[src/rtl/instr_decode.sv]
// Instruction decode/dispatch stage: buffers fetched words in a small FIFO and
// issues load and conv commands over valid/ready, holding conv behind the load unit.
module instr_decode #(
  parameter int         DEPTH   = 8,
  parameter logic [7:0] OP_LOAD = 8'h04,
  parameter logic [7:0] OP_CONV = 8'h81
) (
  input  logic                       clk,
  input  logic                       rst,
  input  logic [63:0]                i_instr,
  input  logic [4:0]                 i_instr_addr,
  input  logic                       i_instr_enable,
  output logic                       ld_valid,
  input  logic                       ld_ready,
  input  logic                       ld_busy,
  output logic [7:0]                 ld_ftype,
  output logic [15:0]                ld_saddr,
  output logic [15:0]                ld_daddr,
  output logic [7:0]                 ld_memsel,
  output logic                       conv_valid,
  input  logic                       conv_ready,
  output logic [15:0]                conv_saddr,
  output logic [15:0]                conv_daddr,
  output logic [7:0]                 conv_memsel,
  output logic [$clog2(DEPTH):0]     fifo_count,
  output logic                       ovf_err,
  output logic                       op_err,
  output logic [4:0]                 op_err_addr,
  output logic [15:0]                issued_cnt
);

  localparam int AW = $clog2(DEPTH);
  localparam int CW = AW + 1;

  typedef enum logic [2:0] {
    S_IDLE,
    S_DECODE,
    S_LOAD,
    S_BARRIER,
    S_CONV
  } state_t;

  // Byte 0 of the instruction carries nothing, so it is never stored.
  typedef struct packed {
    logic [4:0]  addr;
    logic [7:0]  opcode;
    logic [7:0]  ftype;
    logic [15:0] saddr;
    logic [15:0] daddr;
    logic [7:0]  memsel;
  } entry_t;

  entry_t          mem [DEPTH];
  entry_t          cur;
  logic [AW-1:0]   wr_ptr;
  logic [AW-1:0]   rd_ptr;
  logic [CW-1:0]   count;
  state_t          state;
  state_t          state_next;
  logic            push;
  logic            pop;
  logic            ld_hs;
  logic            conv_hs;
  logic            unused_low_byte;

  assign unused_low_byte = ^i_instr[7:0];

  // Full check uses the pre-edge count, so a same-cycle pop cannot make room.
  assign push    = i_instr_enable && (count < CW'(DEPTH));
  assign pop     = (state == S_IDLE) && (count != '0);
  assign ld_hs   = ld_valid && ld_ready;
  assign conv_hs = conv_valid && conv_ready;

  // NOTE: storage array is deliberately not reset; occupancy is tracked by
  // pointers/count, so stale contents are never observed.
  always_ff @(posedge clk) begin
    if (push) begin
      mem[wr_ptr] <= '{addr:   i_instr_addr,
                       opcode: i_instr[63:56],
                       ftype:  i_instr[55:48],
                       saddr:  i_instr[47:32],
                       daddr:  i_instr[31:16],
                       memsel: i_instr[15:8]};
    end
  end

  always_ff @(posedge clk) begin
    if (rst) begin
      wr_ptr <= '0;
      rd_ptr <= '0;
      count  <= '0;
    end else begin
      if (push) wr_ptr <= wr_ptr + AW'(1);
      if (pop)  rd_ptr <= rd_ptr + AW'(1);
      count <= count + CW'(push) - CW'(pop);
    end
  end

  always_ff @(posedge clk) begin
    if (rst) begin
      cur         <= '0;
      ovf_err     <= 1'b0;
      op_err      <= 1'b0;
      op_err_addr <= '0;
      issued_cnt  <= '0;
    end else begin
      if (pop) cur <= mem[rd_ptr];
      if (i_instr_enable && !push) ovf_err <= 1'b1;
      if (state == S_DECODE && cur.opcode != OP_LOAD && cur.opcode != OP_CONV) begin
        op_err <= 1'b1;
        if (!op_err) op_err_addr <= cur.addr;
      end
      if (ld_hs || conv_hs) issued_cnt <= issued_cnt + 16'd1;
    end
  end

  always_ff @(posedge clk) begin
    if (rst) state <= S_IDLE;
    else     state <= state_next;
  end

  // NOTE: every comb output gets a default first so no path infers a latch.
  always_comb begin
    state_next = state;
    unique case (state)
      S_IDLE:    if (pop) state_next = S_DECODE;
      S_DECODE: begin
        if (cur.opcode == OP_LOAD)      state_next = S_LOAD;
        else if (cur.opcode == OP_CONV) state_next = ld_busy ? S_BARRIER : S_CONV;
        else                            state_next = S_IDLE;
      end
      S_LOAD:    if (ld_hs)    state_next = S_IDLE;
      S_BARRIER: if (!ld_busy) state_next = S_CONV;
      S_CONV:    if (conv_hs)  state_next = S_IDLE;
      default:                 state_next = S_IDLE;
    endcase
  end

  always_comb begin
    ld_valid   = 1'b0;
    conv_valid = 1'b0;
    case (state)
      S_LOAD:  ld_valid   = 1'b1;
      S_CONV:  conv_valid = 1'b1;
      default: ;
    endcase
  end

  // Fields come straight from the held word, so they cannot move while valid.
  assign ld_ftype    = cur.ftype;
  assign ld_saddr    = cur.saddr;
  assign ld_daddr    = cur.daddr;
  assign ld_memsel   = cur.memsel;
  assign conv_saddr  = cur.saddr;
  assign conv_daddr  = cur.daddr;
  assign conv_memsel = cur.memsel;
  assign fifo_count  = count;

endmodule

[config.mk]
export PLATFORM = sky130hd
export DESIGN_NAME = instr_decode
export DESIGN_NICKNAME = d
export VERILOG_FILES = /design/src/rtl/instr_decode.sv
export SDC_FILE = /design/constraint.sdc
export NUM_CORES = 1
export LEC_CHECK = 0
export BUFFER_PORTS_ARGS = -buffer_cell sky130_fd_sc_hd__buf_2
export CAP_MARGIN = 15
export CORE_ASPECT_RATIO = 1.5
export CORE_MARGIN = 2
export CORE_UTILIZATION = 30
export DETAILED_ROUTE_END_ITERATION = 8
export GPL_TIMING_DRIVEN = 0
export SYNTH_ARGS = -nofsm -noshare
export SYNTH_HDL_FRONTEND = slang
export SYNTH_SLANG_ARGS = --single-unit
[constraint.sdc]
create_clock -name clk -period 6.3 [get_ports clk]
set_clock_uncertainty 0.1 [all_clocks]
set_input_delay 0.315 -clock clk [delete_from_list [all_inputs] [get_ports clk]]
set_output_delay 0.315 -clock clk [all_outputs]
set_load 0.01 [all_outputs]
======== Word-level counts from Yosys, hierarchy flattened ========
Memories as Yosys holds them, arrays and structs flattened. A register that Yosys moved wholly into a read port is not among the register bits.
Index checks and enable logic that the tools add are counted.
storage, ports and cells
  bits in read-only memories .............. 0
  bits in writable memories ............... 488
  bits in latches ......................... 0
  memories kept ........................... 1
  word-level logic and storage cells ...... 53
  register bits ........................... 36
memories
  name  depth  bits a word  read ports  clocked after Yosys merged registers in  wr ports  RTL line  RTL
  mem   8      61           1           1                                        1         53        entry_t mem [DEPTH];
operators by class
  $mul .................................... 0
  div/mod/pow operators ................... 0
  shifts and indexed selects .............. 0
  multiplexer cells ....................... 12
  bitwise logic cells ..................... 1
  eq/ne operators ......................... 12
  order comparisons ....................... 1
  $add $sub $neg .......................... 5
  reduce and logical (&&, ||, !) cells .... 13
operator list
  operator                                                count
  2-to-1 mux 3 bit                                        7
  adder 16 x 1 -> 16 bit (second input constant)          1
  one-hot mux 3 bit (5 select lines)                      1
  equality test 8 x 3 -> 1 bit (second input constant)    1
  equality test 8 bit (second input constant)             1
  inequality test 2 bit (second input constant)           4
  inequality test 8 x 3 -> 1 bit (second input constant)  1
  inequality test 8 bit (second input constant)           1
  logical AND 1 bit                                       7
  adder 3 x 1 -> 3 bit (second input constant)            2
  equality test 3 x 2 -> 1 bit (second input constant)    2
  adder 4 x 1 -> 4 bit                                    1
  less-than comparator 4 bit (second input constant)      1
  2-to-1 mux 1 bit                                        4
  AND reduction 4 bit                                     1
  nonzero test 4 bit                                      1
  subtractor 4 x 1 -> 4 bit                               1
  equality test 3 x 1 -> 1 bit (second input constant)    1
  equality test 3 bit (second input constant)             1
  zero test 3 bit                                         1
  AND reduction 2 bit                                     1
  zero test 1 bit                                         1
  logical OR 1 bit                                        1
  inverter 1 bit                                          1

======== Logic depth before layout (Yosys ltp) ========
Gate-level depths: netlist of the first run.
  depth after elaboration ................. 5
  gate-level depth with buffers ........... 15
  gate-level depth less buffers ........... 12

======== Least setup slack after synthesis of the first run ========
Ideal clock, no wire load.
  path kind ............................... reg2reg
  from .................................... register count[3] (netlist: fifo_count[3])
  to ...................................... memory mem[0][0] (netlist name), enable pin
  clock period less this slack ............ 5.623 ns
  slack ................................... 0.677 ns
  data arrival time ....................... 4.968 ns
  buffers on the path ..................... 1
  cell stages (with the launch flop) ...... 5
  cell sequence ........................... dfxtp_1 -> nor2b_1 -> clkbuf_1 -> nand2b_1 -> nor3_1
on the way
  word-level cells in the longest chain between the ends .. 4
RTL lines
  item                                    RTL line  RTL
  start, declared                         57        logic [CW-1:0] count;
  start signal, assigned                  95        count <= count + CW'(push) - CW'(pop);
  less-than comparator 4 bit              69        assign push = i_instr_enable && (count < CW'(DEPTH));
  logical AND 1 bit                       69
  2-to-1 mux 1 bit                        77        if (push) begin
  2-to-1 mux 1 bit (not written as such)  78        mem[wr_ptr] <= '{addr: i_instr_addr,
  end, declared                           53
Every way passes these cells.

======== Worst setup path in the final report of the first run ========
  from .................................... register count[3] (netlist: fifo_count[3])
  to ...................................... register count[2] (netlist: fifo_count[2])
RTL lines
  item                       RTL line  RTL
  nonzero test 4 bit         70        assign pop = (state == S_IDLE) && (count != '0);
  logical AND 1 bit          70
  via pop                    61        logic pop;
  subtractor 4 x 1 -> 4 bit  95
The timed path passes the listed nets, and every way through them passes these cells.
A chain may end at the register's enable or synchronous reset.

==> results of run 1 <==
[power by group]
part	internal (W)	switching [W]
combinational	0.00146	0.00168
clock	0.00181	0.00142
sequential	0.00455	0.000214
total	0.00783	0.00331
[final timing paths]
check                                     end  slack (ns)
setup reg to reg     fifo_count[2]$_SDFF_PP0_        3.02
setup / recovery     fifo_count[2]$_SDFF_PP0_        3.02
hold / removal          state[2]$_SDFFE_PP0P_        0.02
hold reg to reg   op_err_addr[2]$_SDFFE_PP0P_        0.38
[flip-flops by register name, indices dropped and copies added (netlist names), 3 cells and up]
register,count
issued_cnt,16
conv_memsel,8
rd_ptr,3
op_err_addr,5
ld_ftype,8
cur,13
conv_daddr,16
mem,488
conv_saddr,16
wr_ptr,3
state,3
fifo_count,4
[cells in the final DEF, fill, tap and decap left out, types with 5 or more instances in the layout]
| master | count |
|---|---|
| sky130_fd_sc_hd__clkbuf_1 | 34 |
| sky130_fd_sc_hd__buf_2 | 217 |
| sky130_fd_sc_hd__xor2_1 | 6 |
| sky130_fd_sc_hd__clkinv_2 | 6 |
| sky130_fd_sc_hd__edfxtp_1 | 488 |
| sky130_fd_sc_hd__nor3_1 | 63 |
| sky130_fd_sc_hd__buf_4 | 90 |
| sky130_fd_sc_hd__clkinv_1 | 6 |
| sky130_fd_sc_hd__ha_1 | 8 |
| sky130_fd_sc_hd__nand2b_1 | 15 |
| sky130_fd_sc_hd__buf_12 | 12 |
| sky130_fd_sc_hd__bufinv_16 | 7 |
| sky130_fd_sc_hd__a21oi_1 | 13 |
| sky130_fd_sc_hd__buf_1 | 9 |
| sky130_fd_sc_hd__nand2_1 | 14 |
| sky130_fd_sc_hd__clkbuf_16 | 51 |
| sky130_fd_sc_hd__dfxtp_1 | 97 |
| sky130_fd_sc_hd__o21ai_0 | 10 |
| sky130_fd_sc_hd__or3_1 | 5 |
| sky130_fd_sc_hd__dlygate4sd3_1 | 65 |
| sky130_fd_sc_hd__nor2_1 | 83 |
| sky130_fd_sc_hd__mux2i_1 | 6 |
| sky130_fd_sc_hd__nor2_4 | 6 |
| sky130_fd_sc_hd__nor2b_1 | 7 |
| sky130_fd_sc_hd__or4_1 | 5 |
| sky130_fd_sc_hd__buf_6 | 13 |
| sky130_fd_sc_hd__mux4_2 | 122 |
| sky130_fd_sc_hd__nand3_1 | 6 |
| sky130_fd_sc_hd__o22ai_1 | 61 |
| sky130_fd_sc_hd__inv_1 | 12 |
[area by class of cell]
cell class,instances,area [um^2]
plain buffers,149,936
repair buffers,277,2020
inverters,12,45.0
flip-flops and latches,585,16600
well taps,992,1240
clock inverters,25,349
multi-input cells,466,4790
fillers,6812,46400
diodes,1,2.50
clock buffers,69,1350
[layer usage]
metal	track usage, %	vias up	wire length (um)
met5	0	-	60
met4	4.61	10	1340
met3	2.03	83	2290
met2	25.1	307	28100
met1	17.3	6188	22100
li1	-	5361	-
[logic make-up after synthesis]
family | Yosys count | synth area share, %
flip-flops | 585 | 74.4
AND/OR/NAND/NOR | 222 | 4.93
buffers and inverters | 161 | 4.40
multiplexers | 129 | 12.6
AO/OA/AOI/OAI | 96 | 2.74
XOR/XNOR | 10 | 0.392
adder cells (fa/ha/maj) | 9 | 0.538
[critical path: stages (launching register included)]
cell	delay, ns
sky130_fd_sc_hd__dfxtp_1	0.36
sky130_fd_sc_hd__inv_1	0.06
sky130_fd_sc_hd__ha_1	0.17
sky130_fd_sc_hd__or3b_2	0.20
sky130_fd_sc_hd__clkbuf_1	0.17
sky130_fd_sc_hd__nand2_1	0.12
sky130_fd_sc_hd__inv_1	0.10
sky130_fd_sc_hd__buf_2	0.40
sky130_fd_sc_hd__buf_2	0.33
sky130_fd_sc_hd__ha_1	0.27
sky130_fd_sc_hd__inv_1	0.05
sky130_fd_sc_hd__ha_1	0.16
sky130_fd_sc_hd__inv_1	0.06
sky130_fd_sc_hd__fa_1	0.37
sky130_fd_sc_hd__xor2_1	0.17
sky130_fd_sc_hd__nor2_1	0.05
[per-stage QoR]
step,setup WS (ns),utilization [%]
after CTS,2.93,37.1
after floorplan,0.677,-
final,3.02,37.1
after global placement,-4.33,33.2
after detailed placement,2.94,33.9
after global routing,2.67,37.1
[timing repair]
item,CTS,global route
hold endpoints to repair,494,0
hold buffers,65,0
endpoints found under the setup margin,0,0
==> report_table.html, run 1 <==
<table>
<tr><th>Metric</th><th>Value</th></tr>
<tr><th colspan="2">Logic synthesis</th></tr>
<tr><td>Proportion of register bits with asynchronous set or reset after synthesis</td><td>0%</td></tr>
<tr><td>Number of enable flip-flop cells after synthesis</td><td>between 400 and 500</td></tr>
<tr><td>Post-synthesis cell count</td><td>between 1,000 and 1,500</td></tr>
<tr><td>Cell area after technology mapping</td><td>~22,000 um^2</td></tr>
<tr><td>Portion of synthesized cell area occupied by the leading cell type</td><td>approximately two thirds</td></tr>
<tr><td>Most used standard cell by instance count after synthesis</td><td>sky130_fd_sc_hd__edfxtp_1</td></tr>
<tr><td>Mean instance size in the synthesized netlist</td><td>between 15 and 20 um^2</td></tr>
<tr><td>Fraction of the yosys area taken by sequential cells</td><td>around three quarters</td></tr>
<tr><td>Largest area contributor in the synthesized netlist</td><td>sky130_fd_sc_hd__edfxtp_1</td></tr>
<tr><td>Most used flip-flop cell after synthesis</td><td>sky130_fd_sc_hd__edfxtp_1</td></tr>
<tr><td>Syn_nets</td><td>between 1,000 and 1,500</td></tr>
<tr><td>Syn. warnings</td><td>0</td></tr>
<tr><td>Post-synth top cells</td><td>sky130_fd_sc_hd__edfxtp_1, sky130_fd_sc_hd__mux4_2, sky130_fd_sc_hd__dfxtp_1, sky130_fd_sc_hd__buf_4, sky130_fd_sc_hd__nor2_1</td></tr>
<tr><td>Ranking of synthesized cells by area</td><td>sky130_fd_sc_hd__edfxtp_1, sky130_fd_sc_hd__mux4_2, sky130_fd_sc_hd__dfxtp_1, sky130_fd_sc_hd__buf_4, sky130_fd_sc_hd__o22ai_1</td></tr>
<tr><td>Post-synthesis sequential element count</td><td>a little under 600</td></tr>
<tr><td>Number of distinct standard cells referenced by the synthesized netlist</td><td>46</td></tr>
<tr><th colspan="2">Die</th></tr>
<tr><td>Die Outline Area</td><td>approximately 77,000 um^2</td></tr>
<tr><td>Core area</td><td>between 70,000 and 80,000 um^2</td></tr>
<tr><td>Starting density of the core</td><td>30.3%</td></tr>
<tr><td>Number of top-level pins</td><td>roughly 190</td></tr>
<tr><td>Die Ht</td><td>338 um</td></tr>
<tr><td>Number of rows in the core area</td><td>between 100 and 150</td></tr>
<tr><td>Width of the die</td><td>227 um</td></tr>
<tr><th colspan="2">Pwr</th></tr>
<tr><td>Post-route total power</td><td>about 0.011 W</td></tr>
<tr><td>Cell Pwr Density</td><td>408 nW/um^2</td></tr>
<tr><td>Peak VDD IR</td><td>between 0.2 and 0.25 mV</td></tr>
<tr><td>Pleak</td><td>between 9 and 10 nW</td></tr>
<tr><th colspan="2">Place</th></tr>
<tr><td>Routability Congestion</td><td>between 0.7 and 0.8</td></tr>
<tr><td>Post-detailed-placement half-perimeter wirelength</td><td>35,600 um</td></tr>
<tr><td>Placed cell count</td><td>about 2,400</td></tr>
<tr><td>IO buf count</td><td>around 180</td></tr>
<tr><td>Post-DP Area</td><td>25,000 um^2</td></tr>
<tr><th colspan="2">Critical path</th></tr>
<tr><td>Crit path from</td><td>fifo_count[3]$_SDFF_PP0_</td></tr>
<tr><td>Kind of critical path</td><td>reg -&gt; reg</td></tr>
<tr><td>Kind of end point of the critical path</td><td>flip-flop</td></tr>
<tr><td>Critical Path Start Type</td><td>flip-flop</td></tr>
<tr><td>Reg2reg path depth</td><td>15</td></tr>
<tr><td>Reg-to-reg critical path startpoint</td><td>fifo_count[3]$_SDFF_PP0_</td></tr>
<tr><td>Worst-path maximum fanout</td><td>10</td></tr>
<tr><td>Required time at the worst-slack endpoint</td><td>about 6.7 ns</td></tr>
<tr><td>Signal arrival time at the worst endpoint</td><td>~3.6 ns</td></tr>
<tr><th colspan="2">CTS</th></tr>
<tr><td>Number of buffers between clock root and the deepest sink</td><td>3</td></tr>
<tr><td>CTS buffer count</td><td>approximately 50</td></tr>
<tr><td>Clock latency of the later-clocked register in the worst-skew pair</td><td>0.60 ns</td></tr>
<tr><td>Clock transition at path regs</td><td>0.07 ns</td></tr>
<tr><td>TritonCTS clock tree</td><td>yes</td></tr>
<tr><td>CTS Root Buffer Type</td><td>sky130_fd_sc_hd__clkbuf_16</td></tr>
<tr><td>Max H-tree Level</td><td>2</td></tr>
<tr><td>Clock sink total</td><td>585</td></tr>
<tr><td>Post-CTS Setup Repair Bufs</td><td>0</td></tr>
<tr><td>Post-CTS Resized</td><td>0</td></tr>
<tr><th colspan="2">Timing</th></tr>
<tr><td>Max-slew headroom at the worst pin</td><td>between 30% and 40%</td></tr>
<tr><td>Number of failing setup endpoints in the final timing report</td><td>0</td></tr>
<tr><td>Setup repair after global routing missed its margin</td><td>false</td></tr>
<tr><td>Final hold violation count</td><td>0</td></tr>
<tr><td>Final Slew Violations</td><td>0</td></tr>
<tr><td>Maximum clock frequency</td><td>~310 MHz</td></tr>
<tr><td>Crit share post-route</td><td>a little over half</td></tr>
<tr><td>Measured slew at the worst slew-check pin</td><td>0.967 ns</td></tr>
<tr><td>Post-layout minimum cycle time</td><td>3.28 ns</td></tr>
<tr><td>Post-route setup TNS</td><td>0 ns</td></tr>
<tr><td>Final hold slack</td><td>about 0.025 ns</td></tr>
<tr><th colspan="2">Detailed routing</th></tr>
<tr><td>Sum of routed wire length over all layers</td><td>53,800 um</td></tr>
<tr><td>Iteration count of the initial detailed-routing pass</td><td>7</td></tr>
<tr><td>Average wire per standard cell</td><td>20.9 um</td></tr>
<tr><td>DRC violation count after routing</td><td>0</td></tr>
<tr><td>First DRT Iteration DRCs</td><td>890</td></tr>
<tr><td>Antenna Nets Post-Route</td><td>0</td></tr>
<tr><td>Detailed-route vias per instance</td><td>around 4.6</td></tr>
<tr><td>Via count of the routed design</td><td>11,900</td></tr>
<tr><th colspan="2">Global route</th></tr>
<tr><td>Combined global-route utilization of all metal layers</td><td>14.0%</td></tr>
<tr><td>Antenna violations before repair</td><td>6</td></tr>
<tr><td>Wire length of the first global-routing pass</td><td>79,400 um</td></tr>
<tr><td>Vias in the first global route</td><td>around 12,000</td></tr>
<tr><td>Final global-route overflow total</td><td>0</td></tr>
<tr><td>Pin count of the biggest net entering global routing</td><td>26</td></tr>
<tr><th colspan="2">Cells and area</th></tr>
<tr><td>Synth-to-layout area growth</td><td>22.5%</td></tr>
<tr><td>Share of post-route cells with drive strength above 1</td><td>roughly a third</td></tr>
<tr><td>Non-filler cells in the finished layout</td><td>around 2,600</td></tr>
<tr><td>Nets</td><td>1,626</td></tr>
<tr><td>Final instance area</td><td>between 20,000 and 30,000 um^2</td></tr>
<tr><th colspan="2">Status</th></tr>
<tr><td>Outcome</td><td>complete, no violations</td></tr>
<tr><th colspan="2">Job</th></tr>
<tr><td>Max_cap viols</td><td>0</td></tr>
<tr><th colspan="2">Worst hold path</th></tr>
<tr><td>Hold wc startpoint</td><td>conv_ready</td></tr>
<tr><td>HP Class</td><td>in -&gt; reg</td></tr>
<tr><td>Number of cells traversed by the worst hold path</td><td>4</td></tr>
</table>
No activity file was read; power rests on OpenSTA's default activity.
==> run 2, diff against run 1 <==
clock period = 3.4 ns   (was 6.3 ns; I/O delays follow)
==> report_table.html, run 2 (same netlist as run 1, synthesis figures left out) <==
<table>
<tr><th>Metric</th><th>Value</th></tr>
<tr><th colspan="2">Worst hold path</th></tr>
<tr><td>Hold wc startpoint</td><td>i_instr_enable</td></tr>
<tr><td>Number of cells traversed by the worst hold path</td><td>4</td></tr>
<tr><td>Min-Delay Endpoint</td><td>ovf_err$_SDFFE_PP0P_</td></tr>
<tr><td>HP Class</td><td>in -&gt; reg</td></tr>
<tr><th colspan="2">CTS</th></tr>
<tr><td>Clock latency of the later-clocked register in the worst-skew pair</td><td>a little under 0.6 ns</td></tr>
<tr><td>Max H-tree Level</td><td>2</td></tr>
<tr><td>CTS buffer count</td><td>52</td></tr>
<tr><td>TritonCTS clock tree</td><td>yes</td></tr>
<tr><td>CTS Root Buffer Type</td><td>sky130_fd_sc_hd__clkbuf_16</td></tr>
<tr><td>Clock transition at path regs</td><td>about 0.060 ns</td></tr>
<tr><td>Number of buffers between clock root and the deepest sink</td><td>3</td></tr>
<tr><td>Clock sink total</td><td>585</td></tr>
<tr><td>Post-CTS Setup Repair Bufs</td><td>0</td></tr>
<tr><th colspan="2">Detailed routing</th></tr>
<tr><td>Detailed-route vias per instance</td><td>~4.6</td></tr>
<tr><td>Via count of the routed design</td><td>roughly 12,000</td></tr>
<tr><td>Antenna Nets Post-Route</td><td>0</td></tr>
<tr><td>First DRT Iteration DRCs</td><td>between 800 and 900</td></tr>
<tr><td>Average wire per standard cell</td><td>roughly 21 um</td></tr>
<tr><td>Iteration count of the initial detailed-routing pass</td><td>8</td></tr>
<tr><td>Sum of routed wire length over all layers</td><td>between 50,000 and 60,000 um</td></tr>
<tr><td>DRC violation count after routing</td><td>0</td></tr>
<tr><th colspan="2">Cells and area</th></tr>
<tr><td>Nets</td><td>~1,600</td></tr>
<tr><td>Final instance area</td><td>27,400 um^2</td></tr>
<tr><td>Commonest non-fill, non-tap cell in the layout</td><td>sky130_fd_sc_hd__edfxtp_1</td></tr>
<tr><td>Synth-to-layout area growth</td><td>22.7%</td></tr>
<tr><td>Register name with the most flops</td><td>mem</td></tr>
<tr><td>Most frequent cells in the layout</td><td>sky130_fd_sc_hd__edfxtp_1, sky130_fd_sc_hd__buf_2, sky130_fd_sc_hd__mux4_2, sky130_fd_sc_hd__dfxtp_1, sky130_fd_sc_hd__buf_4</td></tr>
<tr><td>Max FFs per register</td><td>between 400 and 500</td></tr>
<tr><td>Share of post-route cells with drive strength above 1</td><td>34.6%</td></tr>
<tr><td>Fill cell instance count of the final layout</td><td>about 7,000</td></tr>
<tr><th colspan="2">Timing</th></tr>
<tr><td>Crit share post-route</td><td>roughly nine tenths</td></tr>
<tr><td>Final hold violation count</td><td>0</td></tr>
<tr><td>Setup repair after global routing missed its margin</td><td>false</td></tr>
<tr><td>Max-slew headroom at the worst pin</td><td>39.2%</td></tr>
<tr><td>Final Slew Violations</td><td>0</td></tr>
<tr><td>Maximum clock frequency</td><td>roughly 320 MHz</td></tr>
<tr><td>Post-layout minimum cycle time</td><td>3.09 ns</td></tr>
<tr><td>Measured slew at the worst slew-check pin</td><td>0.910 ns</td></tr>
<tr><td>Number of failing setup endpoints in the final timing report</td><td>0</td></tr>
<tr><th colspan="2">Die</th></tr>
<tr><td>Width of the die</td><td>~230 um</td></tr>
<tr><td>Number of top-level pins</td><td>between 150 and 200</td></tr>
<tr><td>Core area</td><td>73,700 um^2</td></tr>
<tr><td>Starting density of the core</td><td>between 30% and 40%</td></tr>
<tr><td>Die Ht</td><td>roughly 340 um</td></tr>
<tr><td>Number of rows in the core area</td><td>122</td></tr>
<tr><td>Die Outline Area</td><td>around 77,000 um^2</td></tr>
<tr><th colspan="2">Place</th></tr>
<tr><td>IO buf count</td><td>~180</td></tr>
<tr><td>Post-detailed-placement half-perimeter wirelength</td><td>between 30,000 and 40,000 um</td></tr>
<tr><td>Routability Congestion</td><td>0.716</td></tr>
<tr><td>Post-DP Area</td><td>~25,000 um^2</td></tr>
<tr><th colspan="2">Critical path</th></tr>
<tr><td>R2R Setup Slk</td><td>just over 0.3 ns</td></tr>
<tr><td>Reg-to-reg critical path startpoint</td><td>fifo_count[2]$_SDFF_PP0_</td></tr>
<tr><td>Critical Path Start Type</td><td>flip-flop</td></tr>
<tr><td>Crit path from</td><td>fifo_count[2]$_SDFF_PP0_</td></tr>
<tr><td>Reg2Reg Capture Point</td><td>fifo_count[2]$_SDFF_PP0_</td></tr>
<tr><td>Worst-path maximum fanout</td><td>19</td></tr>
<tr><td>Kind of end point of the critical path</td><td>flip-flop</td></tr>
<tr><td>Reg2reg path depth</td><td>14</td></tr>
<tr><td>Required time at the worst-slack endpoint</td><td>between 3 and 4 ns</td></tr>
<tr><td>Kind of critical path</td><td>reg -&gt; reg</td></tr>
<tr><td>Signal arrival time at the worst endpoint</td><td>around 3.4 ns</td></tr>
<tr><th colspan="2">Pwr</th></tr>
<tr><td>Peak VDD IR</td><td>around 0.42 mV</td></tr>
<tr><td>Cell Pwr Density</td><td>roughly 750 nW/um^2</td></tr>
<tr><td>Post-route total power</td><td>a little over 0.02 W</td></tr>
<tr><td>Pleak</td><td>approximately 9.3 nW</td></tr>
<tr><th colspan="2">Global route</th></tr>
<tr><td>Final global-route overflow total</td><td>0</td></tr>
<tr><td>Wire length of the first global-routing pass</td><td>between 70,000 and 80,000 um</td></tr>
<tr><td>Antenna violations before repair</td><td>5</td></tr>
<tr><td>Vias in the first global route</td><td>approximately 12,000</td></tr>
<tr><td>Pin count of the biggest net entering global routing</td><td>25</td></tr>
<tr><td>Combined global-route utilization of all metal layers</td><td>between 10% and 20%</td></tr>
<tr><th colspan="2">Status</th></tr>
<tr><td>Outcome</td><td>complete, no violations</td></tr>
<tr><th colspan="2">Job</th></tr>
<tr><td>Max_cap viols</td><td>0</td></tr>
</table>
[run 2: stage by stage]
step	TNS [ns]	hold WS (ns)	utilization (%)	cells	setup slack, ns
after floorplan	-223.37	0.169	-	1212	-0.587
after global placement	-1609.56	0.312	33.2	2387	-3.74
after detailed placement	0	0.320	34.0	2410	0.135
after CTS	0	0.226	37.1	2572	0.115
after global routing	0	0.295	37.1	2572	0.0532
final	0	0.267	37.1	2572	0.310
[run 2: cell type report]
type	instances	area (um^2)	area share, %
diodes	1	2.50	0.00914
plain buffers	148	933	3.41
clock buffers	64	1370	4.99
clock inverters	32	315	1.15
inverters	12	45.0	0.165
multi-input cells	466	4800	17.5
flip-flops and latches	585	16600	60.6
well taps	992	1240	4.53
repair buffers	272	2080	7.59
[run 2: routing by layer]
| metal | share of wire, % | vias up | global-route usage, % |
|---|---|---|---|
| met1 | 40 | 6092 | 17.0 |
| met3 | 4.8 | 79 | 2.19 |
| met5 | 0.076 | - | 0 |
| li1 | - | 5359 | - |
| met2 | 53 | 295 | 25.5 |
| met4 | 2.5 | 6 | 4.35 |
[run 2: timing repair]
item,4_1_cts,5_1_grt
gates resized for setup,0,1
hold buffers,66,0
setup endpoints to repair,0,3
hold endpoints to repair,495,0
[run 2: worst max path at each step]
stage          slack, ns  cells past startpoint                       end
4_1_cts             0.12                     15  fifo_count[2]$_SDFF_PP0_
5_1_grt             0.05                     14  fifo_count[2]$_SDFF_PP0_
3_5_place_dp        0.13                     15  fifo_count[2]$_SDFF_PP0_
6_report            0.31                     14  fifo_count[2]$_SDFF_PP0_
3_3_place_gp       -3.74                      4      mem[7][19]$_DFFE_PP_
2_1_floorplan      -0.59                      4       mem[1][0]$_DFFE_PP_
[run 2: report_power, final]
part,leakage [nW],internal [W],switching [W]
sequential,5.22,0.00844,0.000392
combinational,3.29,0.00274,0.00307
clock,0.822,0.00326,0.00263
total,9.33,0.0144,0.00609
[run 2: worst max-delay path, cell delays in order, from the launching register on]
cell and delay, ns:
sky130_fd_sc_hd__dfxtp_1 0.31, sky130_fd_sc_hd__inv_1 0.08, sky130_fd_sc_hd__ha_1 0.15, sky130_fd_sc_hd__or3b_2 0.48, sky130_fd_sc_hd__clkbuf_1 0.15, sky130_fd_sc_hd__nand2_1 0.12
sky130_fd_sc_hd__inv_1 0.06, sky130_fd_sc_hd__clkbuf_4 0.28, sky130_fd_sc_hd__ha_1 0.33, sky130_fd_sc_hd__inv_1 0.06, sky130_fd_sc_hd__ha_1 0.17, sky130_fd_sc_hd__inv_1 0.06
sky130_fd_sc_hd__fa_1 0.39, sky130_fd_sc_hd__xor2_1 0.17, sky130_fd_sc_hd__nor2_1 0.05
